**config.mk**
```make
export PLATFORM = sky130hd
export DESIGN_NAME = multicycle_ctrl
export DESIGN_NICKNAME = d
export VERILOG_FILES = /design/src/rtl/multicycle_pkg.sv /design/src/rtl/multicycle_ctrl_decode.sv /design/src/rtl/multicycle_ctrl.sv
export SDC_FILE = /design/constraint.sdc
export NUM_CORES = 1
export LEC_CHECK = 0
export CAP_MARGIN = 40
export CORE_MARGIN = 5
export CORE_UTILIZATION = 45
export DETAILED_ROUTE_END_ITERATION = 7
export GPL_TIMING_DRIVEN = 0
export PLACE_DENSITY = 0.9
export SYNTH_ARGS = -nofsm -noshare
export SYNTH_HDL_FRONTEND = slang
export SYNTH_SLANG_ARGS = --single-unit
```
**constraint.sdc**
```tcl
create_clock -name clk -period 4.1 [get_ports clk]
set_input_delay 1.23 -clock clk [delete_from_list [all_inputs] [get_ports clk]]
set_output_delay 1.23 -clock clk [all_outputs]
set_load 0.01 [all_outputs]
```
**src/rtl/multicycle_pkg.sv**
```systemverilog
// Shared types and constants for the multi-cycle control sequencer.
// Optional trap support is enabled with MULTICYCLE_CTRL_TRAP_EN.
package multicycle_pkg;

   typedef enum logic [3:0] {
      IDLE,
      BOOT,
      FETCH,
      DECODE,
      EXEC,
      MEM,
      WB,
      DONE,
      TRAP
   } state_t;

   localparam logic [6:0] OPC_LW   = 7'h03;
   localparam logic [6:0] OPC_IALU = 7'h13;
   localparam logic [6:0] OPC_SW   = 7'h23;
   localparam logic [6:0] OPC_R    = 7'h33;
   localparam logic [6:0] OPC_SB   = 7'h63;
   localparam logic [6:0] OPC_JAL  = 7'h6F;

   localparam logic [2:0] ALU_ADD = 3'b010;
   localparam logic [2:0] ALU_SUB = 3'b110;

   typedef struct packed {
      logic       int_sel;
      logic       pc_we;
      logic       ir_we;
      logic       reg_write;
      logic       alu_src;
      logic [2:0] op;
      logic       mem_read;
      logic       mem_write;
      logic       mem2reg;
      logic       busy;
      logic       done;
      logic       trap;
   } ctrl_t;

   function automatic logic is_legal(input logic [6:0] opc);
      return (opc == OPC_LW) || (opc == OPC_IALU) || (opc == OPC_SW) ||
             (opc == OPC_R)  || (opc == OPC_SB)   || (opc == OPC_JAL);
   endfunction

endpackage

```
**src/rtl/multicycle_ctrl_decode.sv**
```systemverilog
// Moore decode of (state, latched opcode) into the datapath control bundle.
// Pure combinational; no input of the top reaches this block directly.
module ctrl_decode
   import multicycle_pkg::*;
(
   input  state_t     i_state,
   input  logic [6:0] i_opc,
   output ctrl_t      o_ctrl
);

   logic w_exec_retire;

   // Branches and unknown opcodes finish in EXEC; everything else moves on.
   assign w_exec_retire = !((i_opc == OPC_LW) || (i_opc == OPC_SW) ||
                            (i_opc == OPC_IALU) || (i_opc == OPC_R) ||
                            (i_opc == OPC_JAL));

   always_comb begin
      o_ctrl         = '0;
      o_ctrl.alu_src = 1'b1;
      o_ctrl.op      = ALU_ADD;

      if (i_state == EXEC || i_state == MEM || i_state == WB) begin
         if (i_opc == OPC_R) begin
            o_ctrl.alu_src = 1'b0;
         end else if (i_opc == OPC_SB) begin
            o_ctrl.alu_src = 1'b0;
            o_ctrl.op      = ALU_SUB;
         end
      end

      case (i_state)
         BOOT: begin
            o_ctrl.busy    = 1'b1;
            o_ctrl.int_sel = 1'b1;
            o_ctrl.pc_we   = 1'b1;
         end
         FETCH: begin
            o_ctrl.busy  = 1'b1;
            o_ctrl.ir_we = 1'b1;
         end
         DECODE: o_ctrl.busy = 1'b1;
         EXEC: begin
            o_ctrl.busy  = 1'b1;
            o_ctrl.pc_we = w_exec_retire;
         end
         MEM: begin
            o_ctrl.busy = 1'b1;
            if (i_opc == OPC_LW) begin
               o_ctrl.mem_read = 1'b1;
               o_ctrl.mem2reg  = 1'b1;
            end else begin
               o_ctrl.mem_write = 1'b1;
               o_ctrl.pc_we     = 1'b1;
            end
         end
         WB: begin
            o_ctrl.busy      = 1'b1;
            o_ctrl.reg_write = 1'b1;
            o_ctrl.pc_we     = 1'b1;
            o_ctrl.mem2reg   = (i_opc == OPC_LW);
         end
         DONE:    o_ctrl.done = 1'b1;
         TRAP:    o_ctrl.trap = 1'b1;
         default: ;
      endcase
   end

endmodule

```
**src/rtl/multicycle_ctrl.sv**
```systemverilog
// Multi-cycle control sequencer for the lab datapath: state register, latched
// opcode and retired-instruction counter. Trap output with MULTICYCLE_CTRL_TRAP_EN.
module multicycle_ctrl
   import multicycle_pkg::*;
#(
   parameter logic [31:0] ENTRY_POINT = 32'h28,
   parameter int unsigned MAX_INSNS   = 43,
   parameter int unsigned CNT_W       = 16
) (
   input  logic             clk,
   input  logic             rst_n,
   input  logic             start,
   input  logic [6:0]       opcode,
   input  logic             zero,
   output logic [31:0]      entryPoint,
   output logic             INT,
   output logic             pc_we,
   output logic             ir_we,
   output logic             RegWrite,
   output logic             ALUSrc,
   output logic [2:0]       op,
   output logic             MemRead,
   output logic             MemWrite,
   output logic             Mem2Reg,
   output logic             busy,
   output logic             done,
`ifdef MULTICYCLE_CTRL_TRAP_EN
   output logic             trap,
`endif
   output logic [CNT_W-1:0] insn_count
);

   state_t           r_state;
   state_t           w_state_next;
   logic [6:0]       r_opc;
   logic [CNT_W-1:0] r_count;
   logic [CNT_W-1:0] w_count_inc;
   logic             w_retire;
   logic             w_hit_max;
   logic             w_boot;
   ctrl_t            w_ctrl;
   logic             w_unused_zero;

   // Branch resolution lives in the datapath; the flag is not needed here.
   assign w_unused_zero = zero;

   assign w_count_inc = (r_count == {CNT_W{1'b1}}) ? r_count : r_count + 1'b1;
   assign w_hit_max   = (MAX_INSNS != 0) && (w_count_inc == CNT_W'(MAX_INSNS));
   assign w_boot      = (w_state_next == BOOT);

   always_comb begin
      w_state_next = r_state;
      w_retire     = 1'b0;
      case (r_state)
         IDLE, DONE, TRAP: if (start) w_state_next = BOOT;
         BOOT:   w_state_next = FETCH;
         FETCH:  w_state_next = DECODE;
         DECODE: begin
`ifdef MULTICYCLE_CTRL_TRAP_EN
            w_state_next = is_legal(r_opc) ? EXEC : TRAP;
`else
            w_state_next = EXEC;
`endif
         end
         EXEC: begin
            if (r_opc == OPC_LW || r_opc == OPC_SW)
               w_state_next = MEM;
            else if (r_opc == OPC_IALU || r_opc == OPC_R || r_opc == OPC_JAL)
               w_state_next = WB;
            else
               w_retire = 1'b1;
         end
         MEM: begin
            if (r_opc == OPC_LW) w_state_next = WB;
            else                 w_retire = 1'b1;
         end
         WB:      w_retire = 1'b1;
         default: w_state_next = IDLE;
      endcase
      if (w_retire) w_state_next = w_hit_max ? DONE : FETCH;
   end

   always_ff @(posedge clk or negedge rst_n) begin
      if (!rst_n) begin
         r_state <= IDLE;
         r_opc   <= 7'h00;
         r_count <= '0;
      end else begin
         r_state <= w_state_next;
         if (r_state == FETCH) r_opc <= opcode;
         if (w_boot)           r_count <= '0;
         else if (w_retire)    r_count <= w_count_inc;
      end
   end

   ctrl_decode u_decode (
      .i_state (r_state),
      .i_opc   (r_opc),
      .o_ctrl  (w_ctrl)
   );

   assign entryPoint = ENTRY_POINT;
   assign INT        = w_ctrl.int_sel;
   assign pc_we      = w_ctrl.pc_we;
   assign ir_we      = w_ctrl.ir_we;
   assign RegWrite   = w_ctrl.reg_write;
   assign ALUSrc     = w_ctrl.alu_src;
   assign op         = w_ctrl.op;
   assign MemRead    = w_ctrl.mem_read;
   assign MemWrite   = w_ctrl.mem_write;
   assign Mem2Reg    = w_ctrl.mem2reg;
   assign busy       = w_ctrl.busy;
   assign done       = w_ctrl.done;
   assign insn_count = r_count;

`ifdef MULTICYCLE_CTRL_TRAP_EN
   assign trap = w_ctrl.trap;
`else
   logic w_unused_trap;
   assign w_unused_trap = w_ctrl.trap;
`endif

endmodule

```
# Word-level counts from Yosys, hierarchy flattened
# Index checks and enable logic that the tools add are counted.
totals:
  wordCells: 62
  ff_bits: 27
  in_bits: 11
  output_inout_bits: 61
classes:
  muxes: 27
  add_sub_neg: 1
  n_reduce_logical: 14
  eq_ne: 17
op_table:
  columns: ["cell", "n"]
  rows:
  - ["$mux 16", 3]
  - ["$mux 4", 7]
  - ["$pmux 4 s7", 1]
  - ["$add 16x1->16 const B", 1]
  - ["$eq 16x16->1 const B", 1]
  - ["$eq 16x6->1 const B", 1]
  - ["$eq 4x3->1 const B", 4]
  - ["$eq 7x6->1 const B", 2]
  - ["$eq 7x7->1 const B", 2]
  - ["$mux 1", 10]
  - ["$eq 4x1->1 const B", 2]
  - ["$eq 4x2->1 const B", 2]
  - ["$logic_or 1x1->1", 8]
  - ["$eq 7x2->1 const B", 1]
  - ["$eq 7x5->1 const B", 1]
  - ["$mux 3", 2]
  - ["$pmux 1 s3", 2]
  - ["$reduce_or 6->1", 1]
  - ["$eq 4x4->1 const B", 1]
  - ["$logic_not 4->1", 1]
  - ["$reduce_or 3->1", 1]
  - ["$mux 2", 1]
  - ["$pmux 1 s2", 1]
  - ["$reduce_bool 2->1", 1]
  - ["2 further kinds", 2]

# Depth between registers and ports, before layout
# Gate-level depths: netlist (run 1).
depth:
  ltp_word: 9
  ltp_mapped: 9
  ltp_nobuf: 7

# By module
# From an unflattened synthesis (run 1), not the netlist that was laid out.
unflattened:
  hier_cells: 263
  hier_area_um2: 2213.4
modules_own_cells:
  columns: ["mod", "instances", "area_per_inst_um2", "cells_per_inst", "seq_area_each_um2"]
  rows:
  - ["multicycle_ctrl", 1, 1971.9, 229, 675.6]
  - ["ctrl_decode", 1, 241.5, 34, 0.0]

# Worst setup path after synthesis (run 1)
# No wires, ideal clock.
synth_timing:
  kind: "reg-to-output"
  start: "reg r_opc[4]"
  end: "out pc_we"
  required_ns: 2.870
  path_buffers: 2
  path_stages_with_launch: 7
  setup_slack_ns: 1.308
  t_arrival_ns: 1.562
  path_cell_list: "dfrtp_1 -> nor4bb_4 -> a211oi_2 -> a311oi_2 -> buf_6 -> buf_12 -> nand2b_1"
synth_via:
  elab_chain_cells: 7
  elab_cells_between_ends: 12
  cone_classes: "5 x eq/ne; 2 x mux; 5 x reduce/logical"
synth_rtl:
  columns: ["item", "line", "text"]
  rows:
  - ["start: declaration", "multicycle_ctrl.sv:35", "logic [6:0] r_opc;"]
  - ["start signal: assignment", "multicycle_ctrl.sv:90", "if (r_state == FETCH) r_opc <= opcode;"]
  - ["$eq 7x2->1 or $eq 7x6->1 (tied branches)", "multicycle_ctrl_decode.sv:14, multicycle_ctrl_decode.sv:49", null]
  - ["$logic_or 1x1->1 (2 in a row)", "multicycle_ctrl_decode.sv:14", "assign w_exec_retire = !((i_opc == OPC_LW) || (i_opc == OPC_SW) ||"]
  - ["$logic_or 1x1->1 (2 in a row)", "multicycle_ctrl_decode.sv:15", "(i_opc == OPC_IALU) || (i_opc == OPC_R) ||"]
  - ["$logic_not 1->1", "multicycle_ctrl_decode.sv:14", null]
  - ["$pmux 1 s3 (*)", "multicycle_ctrl_decode.sv:32", "case (i_state)"]
  - ["end: declaration", "multicycle_ctrl.sv:17", "output logic pc_we,"]
# Mark *: on every way between the ends. The rest lies on a longest branch, timed or not.

# Final worst setup path (run 1)
# Ends and elaborated chain as after synthesis.

==> results of run 1 <==
## cells in the mapped netlist (3+ instances only)
library cell / number
a21oi_1: 6
nand4_1: 9
xnor2_1: 11
buf_2: 7
nand2_1: 12
nand2b_1: 3
mux2_2: 7
a311oi_1: 3
nor3_1: 10
or2_2: 3
buf_4: 35
nor4_1: 5
xor2_1: 3
buf_6: 4
o21ai_0: 6
nand3_1: 6
nor4_2: 3
nor2_1: 27
dfrtp_1: 27
## worst max-delay path by stage
| stage | startpoint | slack, ns | endpoint |
|---|---|---|---|
| finish | r_opc[4] | 0.41 | pc_we |
| global route | r_opc[4] | 0.24 | pc_we |
| CTS | r_opc[4] | 0.40 | pc_we |
| detailed placement | r_opc[4] | 0.72 | pc_we |
| global placement | r_opc[4] | 0.75 | pc_we |
| floorplan | r_opc[4] | 1.31 | pc_we |
## routing by layer
layer	wire (um)	share of wire [%]	GRT usage, %
met3	268	5.3	1.69
met2	2620	52	29.0
met4	71	1.4	4.98
met1	2060	41	20.0
met5	0	0	0
## layout make-up
class                   count  area share [%]
inverters                   3           0.403
plain buffers              49            13.3
clock buffers               3            1.48
multi-input cells         192            44.1
clock inverters             1           0.269
flip-flops and latches     27            24.2
well taps                  54            2.42
repair buffers             37            13.9
## layout by cell type, fill, tap and decap left out, types with 4 or more instances in the layout
master	instances
xnor2_1	11
nor4_1	5
nand2_1	12
nor2_1	27
nand3_1	6
nand4_1	9
a21oi_1	6
o21ai_0	6
buf_2	7
clkdlybuf4s50_1	36
nor3_1	10
buf_4	35
dfrtp_1	27
buf_6	4
mux2_2	7
conb_1	34
## cells by family after synthesis
group	after synthesis	synth area share [%]
other cells	2	0.346
mux	9	4.55
flops	27	31.1
buf+inv	52	17.6
compound gates	34	11.8
fa+ha+maj	1	0.576
xor+xnor	14	5.65
simple gates	100	28.4
## per-stage QoR
stage	std cells	util [%]	hold WS (ns)	setup WS [ns]	total power, mW
after floorplan	271	-	0.504	1.31	1.24
after global placement	361	57.9	0.519	0.755	1.57
after detailed placement	362	58.5	0.530	0.718	1.62
after CTS	366	59.6	0.553	0.402	1.77
after global routing	366	59.6	0.575	0.237	1.90
final	366	59.6	0.549	0.407	1.78
## critical path: cells and delay by family, from the launching register on
| kind | cells | cell delay [ns] |
|---|---|---|
| compound gates | 2 | 0.45 |
| buf+inv | 3 | 0.83 |
| flops | 1 | 0.47 |
| simple gates | 2 | 0.42 |
## flip-flops by register name, indices dropped and copies added (netlist names)
signal      cells
insn_count     16
r_opc           7
r_state         4
## power by group through the flow
stage	Sequential (mW)	Clock (mW)	Combinational [mW]
5_1_grt	0.538	0.173	1.18
4_1_cts	0.521	0.159	1.09
3_5_place_dp	0.526	0	1.09
2_1_floorplan	0.521	0	0.720
3_3_place_gp	0.517	0	1.05
6_report	0.523	0.156	1.10
==> metrics.cfg, run 1 <==
[outcome]
status=finished, final reports clean

[route]
vias=1898
viasPerCell=5.19
wl_per_cell_um=13.7
wl_mm=5.02
drt_iter0_drc=86
drc=0
postRouteAntennaNets=0
drt_pre_antenna_iters=4

[sta]
fmax_ghz=0.271
max_slew.worst_pin.slew_ns=0.611
fin_crit_ns=3.69
fin_crit_sh_pct=90.1
finalHoldViolCount=0
final.setup.tns_ns=0
rsz0062_at_grt=false
fin_skew_ns=0.00769
max-slew-margin-rel_pct=59.0
drv_slew=0
setup_viol_count_final=0

[yosys]
ys_warn_count=0
yosysTopAreaCell=dfrtp_1
netlist_area_um2=2170
synth.top_cells.by_area=dfrtp_1, buf_4, nor2_1
synth_area_per_cell_um2=9.08
ys_seq_elements=27
async_flop_share_pct=100
synthDistinctLibCells=58
ys_seq_area_share_pct=31.1
synth_flop_cell=dfrtp_1
postSynthCellCount=239
synth_edf_count=0
synth_top_area_share_pct=31.1

[placement]
dp_hpwl_mm=4.03
placedInstanceArea_um2=2750
portBuffers=36
globalplace.congestion=0.923

[setup_path]
rrSetupSlack_ns=1.94
cp-end-kind=output port
path_class=reg2out
crit_chain=nor4bb_4 > a211oi_2 > a311oi_2 > buf_6 > buf_12 > nand2b_1 > clkdlybuf4s50_1
cp_slowest_cell=dfrtp_1
cp.arrival_ns=2.46
cp-start-kind=flip-flop
worstPathMaxFanout=10
rr_endpoint=r_state[0]
rr_worst_depth=7
cp_slowest_stage_delay_ns=0.47
r2r_start=insn_count[0]
worstPathRequired_ns=2.87

[hold_path]
min_to=r_opc[0]
min_delay_path_depth=1
min-delay-start=r_opc[0]
hold_class=reg2reg

[global_route]
grt_max_degree=19
antenna_found_initial=0
first_global_vias=1812
grt_pass1_wl_mm=8.31
globalRouteOverflowTotal=0
grt_usage_pct=16.1

[power]
p_sw_share_pct=44.7
p_sw_uw=794
pwr-share-seq_pct=29.4
p_per_area_nw_per_um2=636
cellLeakagePower_nw=1.21
p_clk_share_pct=8.8
ir_drop_v=0.000350
intPower_uw=983
combPwrFrac_pct=61.8

[clocking]
cts_setup_buffers=0
cts_tree=done
cts_max_level=1
cts_buffer_depth=2
cts_resized=0
cts-buffers-inserted=3
cts_sinks=27
clk_pin_slew_ns=0.10
clkLatencyLatePin_ns=0.28
postCtsHoldBufs=0
cts_root_buf=clkbuf_8

[floorplanning]
num_rows=25
die_w_um=79.5
start_util_pct=46.3
core_area_um2=4690
dieArea_um2=6310
io_pins=72
dieHeight_um=79.5

[final_layout]
seqCellArea_um2=676
antennaDiodeCount=0
n_fill_cell=402
final_nets=325
syn2layout_area_growth_pct=28.8
drive_gt1_share_pct=25.6
fin_area_um2=2800
multiInputGateArea_um2=1230

[job]
maxCapViolCount=0

Note: power is estimated with default switching activity, not from simulation.
==> run 2, diff against run 1 <==
Settings changed: DONT_BUFFER_PORTS set to 1, PLACE_DENSITY 0.9 to 0.71.
==> run 2 against run 1 <==
Non-clock buffer count decreased by 37. Cell count decreased by 10%. Clock skew decreased by 0.0023 ns. Power decreased by 12%. Final area decreased by 14%. Sequential cell count unchanged. Critical path type unchanged.
==> metrics.cfg, run 2 (synthesis gave the netlist of run 1 again) <==
[outcome]
status=finished, final reports clean  ; unchanged

[clocking]
cts_tree=done  ; unchanged
clk_pin_slew_ns=0.10  ; about the same
cts_resized=0  ; unchanged
cts_root_buf=clkbuf_8  ; unchanged
clkLatencyLatePin_ns=0.28  ; about the same
cts_sinks=27  ; unchanged
cts-buffers-inserted=3  ; unchanged
cts_setup_buffers=0  ; unchanged
postCtsHoldBufs=0  ; unchanged
cts_max_level=1  ; unchanged
cts_buffer_depth=2  ; unchanged

[placement]
portBuffers=0  ; was 36
dp_hpwl_mm=3.50  ; was 4.03 mm
globalplace.congestion=0.900  ; was 0.923
place_inst=325  ; was 362

[route]
wl_per_cell_um=13.9  ; was 13.7 um
wl_mm=4.57  ; was 5.02 mm
drt_iter0_drc=140  ; was 86
vias=1707  ; was 1898
postRouteAntennaNets=0  ; unchanged
drc=0  ; unchanged
drt_pre_antenna_iters=4  ; unchanged
viasPerCell=5.19  ; about the same

[setup_path]
crit_chain=nor4bb_4 > a211oi_2 > a311oi_2 > buf_6 > buf_12 > nand2b_1  ; was nor4bb_4 > a211oi_2 > a311oi_2 > buf_6 > buf_12 > nand2b_1 > clkdlybuf4s50_1
cp_slowest_stage_delay_ns=0.48  ; was 0.47 ns
cp-start-kind=flip-flop  ; unchanged
cp.arrival_ns=2.06  ; was 2.46 ns
worstPathRequired_ns=2.87  ; about the same
cp_slowest_cell=dfrtp_1  ; unchanged
path_class=reg2out  ; unchanged
worstPathMaxFanout=10  ; unchanged
cp-end-kind=output port  ; unchanged

[floorplanning]
die_w_um=79.5  ; unchanged
start_util_pct=46.3  ; unchanged
dieArea_um2=6310  ; unchanged
num_rows=25  ; unchanged
io_pins=72  ; unchanged
core_area_um2=4690  ; unchanged
dieHeight_um=79.5  ; unchanged

[sta]
whs_ns=0.550  ; was 0.549 ns
setup_viol_count_final=0  ; unchanged
max-slew-margin-rel_pct=52.6  ; was 59.0%
fin_skew_ns=0.00542  ; was 0.00769 ns
drv_slew=0  ; unchanged
final.setup.tns_ns=0  ; unchanged
rsz0062_at_grt=false  ; unchanged
fin_crit_ns=3.29  ; was 3.69 ns
fmax_ghz=0.304  ; was 0.271 GHz
finalHoldViolCount=0  ; unchanged
fin_crit_sh_pct=80.2  ; was 90.1%
max_slew.worst_pin.slew_ns=0.707  ; was 0.611 ns

[power]
p_sw_share_pct=47.4  ; was 44.7%
p_sw_uw=743  ; was 794 uW
cellLeakagePower_nw=1.07  ; was 1.21 nW
pwr-share-seq_pct=35.6  ; was 29.4%
power_mw=1.57  ; was 1.78 mW
p_clk_share_pct=10.3  ; was 8.8%
p_per_area_nw_per_um2=650  ; was 636 nW/um^2
combPwrFrac_pct=54.1  ; was 61.8%
intPower_uw=823  ; was 983 uW
ir_drop_v=0.000358  ; was 0.000350 V

[final_layout]
final_common_cell=buf_4  ; was clkdlybuf4s50_1
n_fill_cell=429  ; was 402
drive_gt1_share_pct=28.7  ; was 25.6%
final_nets=288  ; was 325
largest_register_ffs=16  ; unchanged
antennaDiodeCount=0  ; unchanged
layout_common_cells=buf_4, conb_1, nor2_1, dfrtp_1, nand2_1  ; was clkdlybuf4s50_1, buf_4, conb_1, nor2_1, dfrtp_1
final_cell_count_no_fill=329  ; was 366
syn2layout_area_growth_pct=10.9  ; was 28.8%

[hold_path]
hold_class=reg2reg  ; unchanged

[global_route]
grt.busiest_layer=met2  ; unchanged
globalRouteOverflowTotal=0  ; unchanged
grt_usage_pct=15.1  ; was 16.1%
use_met3_pct=2.71  ; was 1.69%
antenna_found_initial=0  ; unchanged
grt_pass1_wl_mm=7.73  ; was 8.31 mm
grt_util_met2_pct=25.7  ; was 29.0%
grt_max_degree=28  ; was 19
first_global_vias=1554  ; was 1812
grt_use_met1_pct=19.7  ; was 20.0%

[job]
maxCapViolCount=0  ; unchanged

run 2: cell type report:
type                       count  area (um^2)  share of cell area (%)
clock inverter                 1         7.51                   0.312
multi-input combinational    192         1230                    51.2
tap                           54         67.6                    2.81
buffer                        49          372                    15.4
inverter                       3         11.3                   0.468
sequential                    27          676                    28.1
clock buffer                   3         41.3                    1.72
run 2: path summary, 6_finish.rpt:
kind / from / end / slack [ns] / cells after the start
min in group asynchronous: rst_n / r_opc[3] / 0.63 / 0
worst max register to register: insn_count[0] / r_state[0] / 1.78 / 7
worst max-delay path: r_opc[4] / pc_we / 0.81 / 6
worst min-delay path: r_opc[1] / r_opc[1] / 0.55 / 1
max in group asynchronous: rst_n / insn_count[1] / 3.40 / 0
worst min register to register: r_opc[1] / r_opc[1] / 0.55 / 1
run 2: power groups by stage:
stage                     clock, mW  combinational (mW)  sequential, mW
after floorplan                   0               0.720           0.521
after global placement            0               0.833           0.560
after detailed placement          0               0.844           0.565
after CTS                     0.166               0.849           0.560
after global routing          0.176               0.940           0.587
final                         0.162               0.846           0.557
run 2: layer usage:
metal  vias up  part of all wire (%)
met2        52                    49
met3         4                   6.3
met5         -                     0
met1       789                    43
met4         0                   1.1
li1        862                     -
run 2: critical path: cells and delay by family (launching register included):
kind / cells / cell delay (ns)
compound gates: 2 / 0.46
buf+inv: 2 / 0.35
simple gates: 2 / 0.48
flops: 1 / 0.48
run 2: stage by stage:
step                setup slack, ns  util [%]  cell area, um^2
floorplan                      1.31         -             2290
global placement               1.12      50.3             2360
detailed placement             1.12      50.3             2360
CTS                           0.800      51.3             2410
global route                  0.689      51.3             2410
finish                        0.812      51.3             2410
==> run 3, diff against run 2 <==
Clock period 4.1 ns to 3.2 ns, I/O delays scaled along.
==> results of run 3 <==
The final DEF is identical to that of run 2. Status: finished, final reports clean.
Among the figures that moved: setup slack after placement 1.12 ns -> 0.486 ns; clock-pin slew on the worst setup and hold paths 0.10 ns -> 0.11 ns; setup slack after layout 0.812 ns -> 0.182 ns; hold slack 0.550 ns -> 0.360 ns; register-to-register setup slack 1.78 ns -> 0.88 ns; total power 1.57 mW -> 2.01 mW; worst IR drop on VDD 0.000358 V -> 0.000459 V
